**src/rtl/rx_huge_page_ctrl_pkg.sv**
```systemverilog
// Shared definitions for the RX huge-page write sequencer.
//   - hp_state_e   : one-hot FSM encoding (IDLE, DATA, CLOSE, SWAP, ACK)
//   - HP_HDR_QW    : qwords reserved at each page head for the status header
//   - HP_PAGE_QW   : qwords in one 2 MB huge page
//   - hp_status_word(): layout of the page-close status payload
package rx_huge_page_ctrl_pkg;

  localparam int HP_HDR_QW     = 16;
  localparam int HP_OFS_W      = 19;
  localparam int HP_PAGE_QW    = 1 << 18;
  localparam int HP_STATUS_PAD = 64 - HP_OFS_W;

  typedef enum logic [4:0] {
    S_IDLE  = 5'b00001,
    S_DATA  = 5'b00010,
    S_CLOSE = 5'b00100,
    S_SWAP  = 5'b01000,
    S_ACK   = 5'b10000
  } hp_state_e;

  // Status word: zero-padded qword fill offset of the page being closed.
  function automatic logic [63:0] hp_status_word(input logic [HP_OFS_W-1:0] ofs);
    return {{HP_STATUS_PAD{1'b0}}, ofs};
  endfunction

endpackage

```
**src/rtl/rx_huge_page_ctrl_regfile.sv**
```systemverilog
// Huge-page register file: two page base addresses, per-page ready flags,
// the active-page index and the sticky host-write error.
// Ports:
//   clk_i, rst_i      clock, async active-high reset
//   hp_wr_i/sel/addr  host page programming pulse
//   swap_i            one-cycle pulse: release the active page and flip to the other
//   base_o, ready_o   page bases and ready flags
//   active_o          index of the page being filled
//   wr_err_o          sticky: host wrote the active ready page
module rx_hp_regfile #(
  parameter int ADDR_W = 64
) (
  input  logic                   clk_i,
  input  logic                   rst_i,
  input  logic                   hp_wr_i,
  input  logic                   hp_sel_i,
  input  logic [ADDR_W-1:0]      hp_addr_i,
  input  logic                   swap_i,
  output logic [1:0][ADDR_W-1:0] base_o,
  output logic [1:0]             ready_o,
  output logic                   active_o,
  output logic                   wr_err_o
);
  import rx_huge_page_ctrl_pkg::*;

  logic [1:0][ADDR_W-1:0] base_q, base_d;
  logic [1:0]             ready_q, ready_d;
  logic                   active_q, active_d;
  logic                   wr_err_q, wr_err_d;

  always_comb begin
    base_d   = base_q;
    ready_d  = ready_q;
    active_d = active_q;
    wr_err_d = wr_err_q;
    if (swap_i) begin
      ready_d[active_q] = 1'b0;
      active_d          = ~active_q;
    end
    // A host write applied after the swap clear so it wins on the page
    // being released; outside a swap the active ready page is protected.
    if (hp_wr_i) begin
      if (ready_q[hp_sel_i] && (hp_sel_i == active_q) && !swap_i) begin
        wr_err_d = 1'b1;
      end else begin
        base_d[hp_sel_i]  = hp_addr_i;
        ready_d[hp_sel_i] = 1'b1;
      end
    end
  end

  always_ff @(posedge clk_i or posedge rst_i) begin
    if (rst_i) begin
      base_q   <= '0;
      ready_q  <= '0;
      active_q <= 1'b0;
      wr_err_q <= 1'b0;
    end else begin
      base_q   <= base_d;
      ready_q  <= ready_d;
      active_q <= active_d;
      wr_err_q <= wr_err_d;
    end
  end

  assign base_o   = base_q;
  assign ready_o  = ready_q;
  assign active_o = active_q;
  assign wr_err_o = wr_err_q;

endmodule

```
**src/rtl/rx_huge_page_ctrl.sv**
```systemverilog
// RX huge-page write sequencer. Turns trigger / send-last / change-page
// requests into addressed commands for the TLP sender, tracks the qword fill
// offset of the active page, closes a page with a status write and swaps.
// Ports:
//   clk, reset                          clock, async active-high reset
//   hp_wr, hp_sel, hp_addr              host programs a page base
//   hp_ready, hp_active                 page ownership / page being filled
//   trigger_tlp, send_last_tlp,
//   change_huge_page, qwords_to_send    level requests, held until acked
//   trigger_tlp_ack, change_huge_page_ack  one-cycle completion pulses
//   cmd_req/addr/qwords/status/data, cmd_ack  sender handshake
//   ovf_err, hp_wr_err                  sticky error flags
module rx_huge_page_ctrl
  import rx_huge_page_ctrl_pkg::*;
#(
  parameter int ADDR_W = 64,
  parameter int OFS_W  = HP_OFS_W,
  parameter int HDR_QW = HP_HDR_QW
) (
  input  logic              clk,
  input  logic              reset,
  input  logic              hp_wr,
  input  logic              hp_sel,
  input  logic [ADDR_W-1:0] hp_addr,
  output logic [1:0]        hp_ready,
  output logic              hp_active,
  input  logic              trigger_tlp,
  input  logic              send_last_tlp,
  input  logic              change_huge_page,
  input  logic [4:0]        qwords_to_send,
  output logic              trigger_tlp_ack,
  output logic              change_huge_page_ack,
  output logic              cmd_req,
  output logic [ADDR_W-1:0] cmd_addr,
  output logic [4:0]        cmd_qwords,
  output logic              cmd_status,
  output logic [63:0]       cmd_data,
  input  logic              cmd_ack,
  output logic              ovf_err,
  output logic              hp_wr_err
);

  localparam int OVF_BIT = $clog2(HP_PAGE_QW);

  hp_state_e              state_q;
  logic [OFS_W-1:0]       ofs_q;
  logic [OFS_W-1:0]       ofs_d;
  logic                   last_q;   // path ends in close+swap (change ack)
  logic                   cmd_req_q, cmd_status_q;
  logic [ADDR_W-1:0]      cmd_addr_q;
  logic [4:0]             cmd_qwords_q;
  logic [63:0]            cmd_data_q;
  logic                   trig_ack_q, chg_ack_q, ovf_q;

  logic [1:0][ADDR_W-1:0] base;
  logic                   page_rdy;
  logic                   swap;

  assign page_rdy = hp_ready[hp_active];
  assign swap     = (state_q == S_SWAP);
  assign ofs_d    = ofs_q + OFS_W'(cmd_qwords_q);

  rx_hp_regfile #(.ADDR_W(ADDR_W)) u_regfile (
    .clk_i     (clk),
    .rst_i     (reset),
    .hp_wr_i   (hp_wr),
    .hp_sel_i  (hp_sel),
    .hp_addr_i (hp_addr),
    .swap_i    (swap),
    .base_o    (base),
    .ready_o   (hp_ready),
    .active_o  (hp_active),
    .wr_err_o  (hp_wr_err)
  );

  always_ff @(posedge clk or posedge reset) begin
    if (reset) begin
      state_q      <= S_IDLE;
      ofs_q        <= OFS_W'(HDR_QW);
      last_q       <= 1'b0;
      cmd_req_q    <= 1'b0;
      cmd_status_q <= 1'b0;
      cmd_addr_q   <= '0;
      cmd_qwords_q <= '0;
      cmd_data_q   <= '0;
      trig_ack_q   <= 1'b0;
      chg_ack_q    <= 1'b0;
      ovf_q        <= 1'b0;
    end else begin
      case (state_q)
        S_IDLE: begin
          if (page_rdy) begin
            if (send_last_tlp || (trigger_tlp && !change_huge_page)) begin
              state_q      <= S_DATA;
              last_q       <= send_last_tlp;
              cmd_req_q    <= 1'b1;
              cmd_status_q <= 1'b0;
              cmd_addr_q   <= base[hp_active] + ADDR_W'({ofs_q, 3'b000});
              cmd_qwords_q <= qwords_to_send;
            end else if (change_huge_page) begin
              state_q <= S_CLOSE;
              last_q  <= 1'b1;
            end
          end
        end
        S_DATA: begin
          if (cmd_ack) begin
            cmd_req_q <= 1'b0;
            ofs_q     <= ofs_d;
            // Past the page end: flag it, but the command already went out.
            if (ofs_d[OVF_BIT]) ovf_q <= 1'b1;
            state_q   <= last_q ? S_CLOSE : S_ACK;
          end
        end
        S_CLOSE: begin
          // First cycle loads the status command so cmd_req drops for a
          // cycle between the last data command and the status write.
          if (!cmd_req_q) begin
            cmd_req_q    <= 1'b1;
            cmd_status_q <= 1'b1;
            cmd_addr_q   <= base[hp_active];
            cmd_qwords_q <= 5'd1;
            cmd_data_q   <= hp_status_word(ofs_q);
          end else if (cmd_ack) begin
            cmd_req_q <= 1'b0;
            state_q   <= S_SWAP;
          end
        end
        S_SWAP: begin
          ofs_q   <= OFS_W'(HDR_QW);
          state_q <= S_ACK;
        end
        S_ACK: begin
          // Two cycles: raise the pulse, then drop it and return to IDLE
          // only after the requester has seen the ack.
          if (!(trig_ack_q || chg_ack_q)) begin
            if (last_q) chg_ack_q  <= 1'b1;
            else        trig_ack_q <= 1'b1;
          end else begin
            trig_ack_q <= 1'b0;
            chg_ack_q  <= 1'b0;
            state_q    <= S_IDLE;
          end
        end
        default: state_q <= S_IDLE;
      endcase
    end
  end

  assign cmd_req              = cmd_req_q;
  assign cmd_addr             = cmd_addr_q;
  assign cmd_qwords           = cmd_qwords_q;
  assign cmd_status           = cmd_status_q;
  assign cmd_data             = cmd_data_q;
  assign trigger_tlp_ack      = trig_ack_q;
  assign change_huge_page_ack = chg_ack_q;
  assign ovf_err              = ovf_q;

endmodule

```
**config.mk**
```make
export PLATFORM = sky130hd
export DESIGN_NAME = rx_huge_page_ctrl
export DESIGN_NICKNAME = d
export VERILOG_FILES = /design/src/rtl/rx_huge_page_ctrl_pkg.sv /design/src/rtl/rx_huge_page_ctrl_regfile.sv /design/src/rtl/rx_huge_page_ctrl.sv
export SDC_FILE = /design/constraint.sdc
export NUM_CORES = 1
export LEC_CHECK = 0
export BUFFER_PORTS_ARGS = -buffer_cell sky130_fd_sc_hd__buf_2
export CAP_MARGIN = 20
export CORE_ASPECT_RATIO = 0.7
export CORE_MARGIN = 5
export CORE_UTILIZATION = 55
export CTS_CLUSTER_SIZE = 16
export DETAILED_ROUTE_END_ITERATION = 16
export MAX_ROUTING_LAYER = met4
export PLACE_DENSITY = 0.88
export SKIP_LAST_GASP = 1
export SYNTH_ARGS = -nofsm -noshare
export SYNTH_HDL_FRONTEND = slang
export SYNTH_SLANG_ARGS = --single-unit
```
**constraint.sdc**
```tcl
create_clock -name clk -period 8.9 [get_ports clk]
set_input_delay 0.89 -clock clk [delete_from_list [all_inputs] [get_ports clk]]
set_output_delay 0.89 -clock clk [all_outputs]
set_load 0.01 [all_outputs]
```
==> impl_results.md, run 1 <==
- Final net count: ~1500
- Design internal power: ~0.0033 W
- Most used cells in the layout excluding fill and tap cells: sky130_fd_sc_hd__dfrtp_1, sky130_fd_sc_hd__buf_2, sky130_fd_sc_hd__mux2_2, sky130_fd_sc_hd__nand2_1
- DP Area: about 14000 µm²
- Area of all placed cells without fillers: 15200 µm²
- Synthesized instance count: about 1300
- Chip Height: roughly 140 µm
- Die outline width: 197 µm
- Max-capacitance violation count: 0
- Leading area contributor after synthesis: sky130_fd_sc_hd__dfrtp_1
- Switching part of the total: 0.406
- Maximum VDD drop: roughly 0.00021 V
- Kind of end point of the critical path: register
- Number of clock buffers inserted by TritonCTS: 25
- Synthesized area per cell: approximately 11 µm²
- Sum of negative setup slack: 0 ps
- Count of H-tree levels built during CTS: 1
- Number of buffers on the longest clock path: 3
- Setup WS pre-CTS: approximately 4300 ps
- Final period util: 0.518
- Total grt overflow: 0
- Number of detailed-routing iterations run before antenna repair: 5
- Result of the run: finished, final reports clean
- Slew at the pin closest to its max-slew limit: ~1100 ps
- Worst path arrival time: ~5000 ps
- Detailed Route Iter0 Violations: 996
- Highest clock frequency the design can meet: 217 MHz
- Worst Setup Start Kind: register
- Clock tree sinks: 250
- Post-CTS sizing: 0
- Number of buffers inserted by post-CTS setup repair: 0
- Number of enable-type register cells in the synthesized netlist: 0
- Post-Route WL: approximately 36000 µm
- Power share of the clock group: 0.192
- Unrepaired setup endpoints after global routing: no
- Worst max-slew margin expressed relative to the limit: 0.276
- CP max FO: 78
- Vias post-DR: approximately 10000
- DPL Wire Length: 25600 µm
- Share of power burned in registers: 0.369
- Count of cell types in the netlist: 75
- Final max-slew violation count: 0
- Cell types with the largest area share after synthesis: sky130_fd_sc_hd__dfrtp_1, sky130_fd_sc_hd__mux2_2, sky130_fd_sc_hd__mux2i_1
- Final critical path time including I/O delays and setup: between 4000 and 5000 ps
- Flip-flop and latch count after synthesis: 250
- Warning count from the yosys run: 0
- Via density per instance: 6.00
- Aggregate global-route resource usage: 0.261
- Pwr Total: approximately 0.0055 W
- Via count of the first global-routing pass: 10199
- TritonCTS clock tree: yes
- Post-CTS Hold Buffers: 0
- Final setup slack of the worst path: 4290 ps
- Util after Layout: 0.638
- Portion of total power attributed to combinational logic: 0.439
- Endpoints failing hold: 0
- Number of antenna violations at the first check in global routing: 9
- Area share of the largest cell type after synthesis: 0.461
- Final weighted congestion in routability-driven placement: 0.920
- Sequential-to-total area share from yosys stat: 0.465
- Required time reported for the critical path endpoint: just over 9000 ps
- Clock root cell: sky130_fd_sc_hd__clkbuf_16
- Number of routed nets with antenna violations: 0
- Area delta synth->final: 13.2%
- Layout cells sized above 1: 0.301
- Port bufs: 173
- Largest net degree at the start of global routing: roughly 100
- Standby leakage power: 6.85 nW
- Worst hold path class: input port to async pin
- Row count: 47
- Number of placed I/O pins: about 220
- Area of the core region: approximately 24000 µm²
- Switching power total: roughly 0.0022 W
- Average wire per cell in the routed design: between 20 and 25 µm
- Die ar.: between 20000 and 30000 µm²
- Clock insertion delay at the later pin of the skew report: roughly 530 ps
- Post-synthesis async set-or-reset flop share: 1.00
- # setup viols final: 0
- Most common cell after layout, fill and taps aside: sky130_fd_sc_hd__dfrtp_1
- Setup clock skew after layout: roughly 27 ps
- Number of remaining DRC errors: 0
- Initial core utilization: 0.563
- Ratio of total power to cell area: ~360 nW/µm²
- Worst setup path category: register to register
- Post-synth top flop: sky130_fd_sc_hd__dfrtp_1
- Worst-path clk slew: approximately 70 ps
- Cell area after technology mapping: about 13000 µm²
- Wire length of the first global-routing pass: about 57000 µm
## metrics by stage
step,hold WS (ps),cells
final,461,1744
after global placement,454,1689
after global routing,480,1742
after CTS,467,1734
after detailed placement,452,1689
after floorplan,458,1296
## cells in the mapped netlist, types with 6 or more instances
cell type	n
sky130_fd_sc_hd__nor3_1	21
sky130_fd_sc_hd__xnor2_1	24
sky130_fd_sc_hd__buf_4	47
sky130_fd_sc_hd__mux2i_1	49
sky130_fd_sc_hd__dfrtp_1	248
sky130_fd_sc_hd__and4_1	6
sky130_fd_sc_hd__buf_2	30
sky130_fd_sc_hd__clkbuf_1	23
sky130_fd_sc_hd__or3_1	11
sky130_fd_sc_hd__nor3b_1	7
sky130_fd_sc_hd__o211ai_1	13
sky130_fd_sc_hd__nor4_1	8
sky130_fd_sc_hd__a21o_1	9
sky130_fd_sc_hd__a21oi_1	47
sky130_fd_sc_hd__nor2b_1	6
sky130_fd_sc_hd__nor2_1	70
sky130_fd_sc_hd__mux2_2	172
sky130_fd_sc_hd__a31oi_1	18
sky130_fd_sc_hd__inv_1	18
sky130_fd_sc_hd__o21ai_0	70
sky130_fd_sc_hd__o2111ai_1	9
sky130_fd_sc_hd__and3_1	19
sky130_fd_sc_hd__a311oi_1	8
sky130_fd_sc_hd__a211oi_1	7
sky130_fd_sc_hd__nand2_1	112
sky130_fd_sc_hd__nand3_1	53
sky130_fd_sc_hd__ha_1	24
sky130_fd_sc_hd__xor2_1	22
## per-layer routing
layer | vias to the layer above | track usage | wire length [µm]
li1 | 4756 | - | -
met1 | 5133 | 0.389 | 16000
met2 | 511 | 0.369 | 15300
met3 | 60 | 0.0587 | 3660
met4 | 0 | 0.0540 | 676
met5 | - | - | 0
## critical path, cell delays in order, from the launching register on
cell and delay, ps:
sky130_fd_sc_hd__dfrtp_4 740, sky130_fd_sc_hd__buf_4 850, sky130_fd_sc_hd__mux2_2 440, sky130_fd_sc_hd__ha_1 370
sky130_fd_sc_hd__a21oi_1 370, sky130_fd_sc_hd__o221ai_1 210, sky130_fd_sc_hd__a31oi_2 490, sky130_fd_sc_hd__a2111o_1 610
sky130_fd_sc_hd__nor3_1 140, sky130_fd_sc_hd__a311oi_1 280
## power groups by stage
stage | sequential, W | clock, W | combinational (W)
6_report | 0.00203 | 0.00106 | 0.00242
5_1_grt | 0.00209 | 0.00112 | 0.00266
4_1_cts | 0.00202 | 0.00107 | 0.00240
3_5_place_dp | 0.00203 | 0 | 0.00238
3_3_place_gp | 0.00201 | 0 | 0.00229
2_1_floorplan | 0.00196 | 0 | 0.00174
## registers in the layout (all words and copies together), names as in the netlist
signal                cells
u_regfile.active_o        1
cmd_status                1
cmd_addr                 64
u_regfile.base_o        128
change_huge_page_ack      1
u_regfile.wr_err_o        1
ovf_err                   1
last_q                    1
cmd_req                   1
ofs_q                    19
cmd_qwords                5
trigger_tlp_ack           1
u_regfile.ready_o         2
state_q                   5
cmd_data                 19
## final timing paths
| kind | from | end | slack (ps) | cells after the start |
|---|---|---|---|---|
| hold reg to reg | ovf_err | ovf_err | 470 | 1 |
| setup reg to reg | u_regfile.active_o | cmd_addr[63] | 4290 | 9 |
| setup / recovery | u_regfile.active_o | cmd_addr[63] | 4290 | 9 |
| min in group clk | ovf_err | ovf_err | 470 | 1 |
| max in group asynchronous | reset | u_regfile.base_o[68] | 6940 | 3 |
| hold / removal | reset | ovf_err | 460 | 2 |
## cells by family after synthesis
group | share of synthesized area
and+or+nand+nor | 0.130
DFF | 0.465
AOI/OAI and AO/OA | 0.114
muxes | 0.182
buffers and inverters | 0.0533
xor gates and xnor gates | 0.0300
adders and majority gates | 0.0253
other | 0.000279
## area by class of cell
class	instances	area (µm²)
fillers	1887	8650
well taps	318	398
flip-flops and latches	250	6260
multi-input cells	920	6670
clock inverters	8	86.3
clock buffers	37	741
diodes	9	22.5
inverters	18	75.1
repair buffers	184	968
(Power assumes the default switching activity.)
==> run 2, diff against run 1 <==
--- a/config.mk
+++ b/config.mk
@@ -9,11 +9,11 @@
 export CAP_MARGIN = 20
 export CORE_ASPECT_RATIO = 0.7
 export CORE_MARGIN = 5
-export CORE_UTILIZATION = 55
+export CORE_UTILIZATION = 52
 export CTS_CLUSTER_SIZE = 16
 export DETAILED_ROUTE_END_ITERATION = 16
 export MAX_ROUTING_LAYER = met4
-export PLACE_DENSITY = 0.88
+export PLACE_DENSITY = 0.87
 export SKIP_LAST_GASP = 1
 export SYNTH_ARGS = -nofsm -noshare
 export SYNTH_HDL_FRONTEND = slang
==> constraint.sdc (replaced) <==
create_clock -name clk -period 4.2 [get_ports clk]
set_input_delay 0.42 -clock clk [delete_from_list [all_inputs] [get_ports clk]]
set_output_delay 0.42 -clock clk [all_outputs]
set_load 0.01 [all_outputs]
==> impl_results.md, run 2 (synthesis gave the netlist of run 1 again) <==
- Clock insertion delay at the later pin of the skew report: 530 ps (about the same)
- Kind of end point of the critical path: register
- Util after Layout: 0.602 (-0.0354)
- Average wire per cell in the routed design: 20.7 µm (+1.1%)
- CP max FO: 24 (-69%)
- Worst Setup Start Kind: register
- Number of remaining DRC errors: 0 (unchanged)
- Die ar.: 29200 µm² (+5.4%)
- Number of antenna violations at the first check in global routing: 7 (-2)
- Initial core utilization: 0.526 (-0.0372)
- Chip Height: 145 µm (+2.6%)
- Flip-flop count of the largest register, all copies and words added: 128 (unchanged)
- Worst-path clk slew: 60 ps (about the same)
- Final max-slew violation count: 0 (unchanged)
- Aggregate global-route resource usage: 0.254 (-0.00638)
- Count of H-tree levels built during CTS: 1 (unchanged)
- Die outline width: 202 µm (+2.7%)
- DPL Wire Length: 26300 µm (+2.7%)
- Via count of the first global-routing pass: 10248 (+0.48%)
- Detailed Route Iter0 Violations: 1010 (+1.4%)
- Worst hold path class: input port to async pin
- Final weighted congestion in routability-driven placement: 0.950 (+3.3%)
- Final period util: 0.890 (+0.372)
- Ratio of total power to cell area: 773 nW/µm² (+110%)
- Area delta synth->final: 14.5%
- Layout cells sized above 1: 0.304 (+0.00356)
- Number of placed I/O pins: 219 (unchanged)
- Highest clock frequency the design can meet: 267 MHz (+23%)
- Wire length of the first global-routing pass: 58300 µm (+2.2%)
- Row count: 49 (+4.3%)
- Most common cell after layout, fill and taps aside: sky130_fd_sc_hd__dfrtp_1
- Most used cells in the layout excluding fill and tap cells: sky130_fd_sc_hd__dfrtp_1, sky130_fd_sc_hd__buf_2, sky130_fd_sc_hd__mux2_2, sky130_fd_sc_hd__nand2_1
- Largest net degree at the start of global routing: 99 (-2.9%)
- Number of detailed-routing iterations run before antenna repair: 6 (+1)
- Standby leakage power: 6.92 nW (+1.1%)
- Post-CTS sizing: 0 (unchanged)
- TritonCTS clock tree: yes
- Endpoints failing hold: 0 (unchanged)
- Port bufs: 173 (unchanged)
- Final net count: 1513 (+0.73%)
- Post-Route WL: 36600 µm (+2.5%)
- Number of buffers inserted by post-CTS setup repair: 0 (unchanged)
- Number of buffers on the longest clock path: 3 (unchanged)
- Via density per instance: 5.95 (-0.79%)
- Number of clock buffers inserted by TritonCTS: 26 (+4.0%)
- Vias post-DR: 10526 (+0.63%)
- Clock root cell: sky130_fd_sc_hd__clkbuf_16
- Maximum VDD drop: 0.000405 V (+92%)
- # setup viols final: 0 (unchanged)
- Total grt overflow: 0 (unchanged)
- Post-CTS Hold Buffers: 0 (unchanged)
- Unrepaired setup endpoints after global routing: no
- Clock tree sinks: 250 (unchanged)
- Required time reported for the critical path endpoint: 4600 ps (-4710 ps)
- Setup clock skew after layout: 12.4 ps (-14.5 ps)
- Slew at the pin closest to its max-slew limit: 864 ps (-220 ps)
- Sum of negative setup slack: 0 ps (unchanged)
- Final critical path time including I/O delays and setup: 3740 ps (-869 ps)
- Result of the run: finished, final reports clean
- Worst path arrival time: 4140 ps (-880 ps)
- Area of the core region: 25600 µm² (+7.1%)
- Worst setup path category: register to register
- Number of routed nets with antenna violations: 0 (unchanged)
- Max-capacitance violation count: 0 (unchanged)
- Worst max-slew margin expressed relative to the limit: 0.423 (+0.147)
- Fillers: 2019 (+7.0%)
## run 2: power by group
part | leakage (nW) | internal (W) | switching [W]
Combinational | 3.47 | 0.00226 | 0.00295
Sequential | 3.02 | 0.00343 | 0.000873
Clock | 0.431 | 0.00144 | 0.000956
## run 2: worst paths after layout
check                                    from            endpoint  slack [ps]  cells past startpoint
hold / removal                          reset         cmd_data[4]          60                      2
hold reg to reg            u_regfile.wr_err_o  u_regfile.wr_err_o         460                      1
min in group clk                        hp_wr  u_regfile.wr_err_o         110                      2
setup / recovery           u_regfile.active_o        cmd_addr[63]         460                     11
max in group asynchronous               reset        cmd_addr[57]        3130                      3
setup reg to reg           u_regfile.active_o        cmd_addr[63]         460                     11
## run 2: through the flow
stage / instances / power [W] / setup slack, ps / cell area (µm²) / hold WS (ps)
after floorplan: 1296 / 0.00783 / 230 / 13600 / 458
after detailed placement: 1713 / 0.00940 / 560 / 14500 / 445
final: 1769 / 0.0119 / 461 / 15400 / 65.0
after CTS: 1761 / 0.0119 / 487 / 15400 / 82.6
after global placement: 1713 / 0.00919 / 705 / 14500 / 441
after global routing: 1768 / 0.0127 / 225 / 15400 / 110
## run 2: final cells by class
| class | count | area [µm²] | share of cell area |
|---|---|---|---|
| clock inverters | 8 | 121 | 0.00788 |
| flip-flops and latches | 250 | 6260 | 0.407 |
| multi-input cells | 920 | 6670 | 0.433 |
| clock buffers | 40 | 764 | 0.0497 |
| repair buffers | 194 | 1070 | 0.0697 |
| diodes | 8 | 20.0 | 0.00130 |
| well taps | 331 | 414 | 0.0269 |
| inverters | 18 | 71.3 | 0.00463 |
## run 2: worst max-delay path, stage by stage, from the launching register on
cell and delay, ps:
sky130_fd_sc_hd__dfrtp_4 650, sky130_fd_sc_hd__mux2_2 400, sky130_fd_sc_hd__ha_1 210, sky130_fd_sc_hd__fa_1 410, sky130_fd_sc_hd__a21oi_1 240, sky130_fd_sc_hd__o211ai_1 170, sky130_fd_sc_hd__and3_1 220, sky130_fd_sc_hd__o21ai_2 110
sky130_fd_sc_hd__buf_4 190, sky130_fd_sc_hd__a2111o_1 540, sky130_fd_sc_hd__nor3_1 130, sky130_fd_sc_hd__a311oi_1 330
## run 2: metal layers
metal	wire length, µm	GRT usage	vias to the layer above
met5	0	-	-
met4	639	0.0507	0
met3	3420	0.0601	52
met2	15600	0.360	509
met1	16900	0.377	5189
li1	-	-	4776
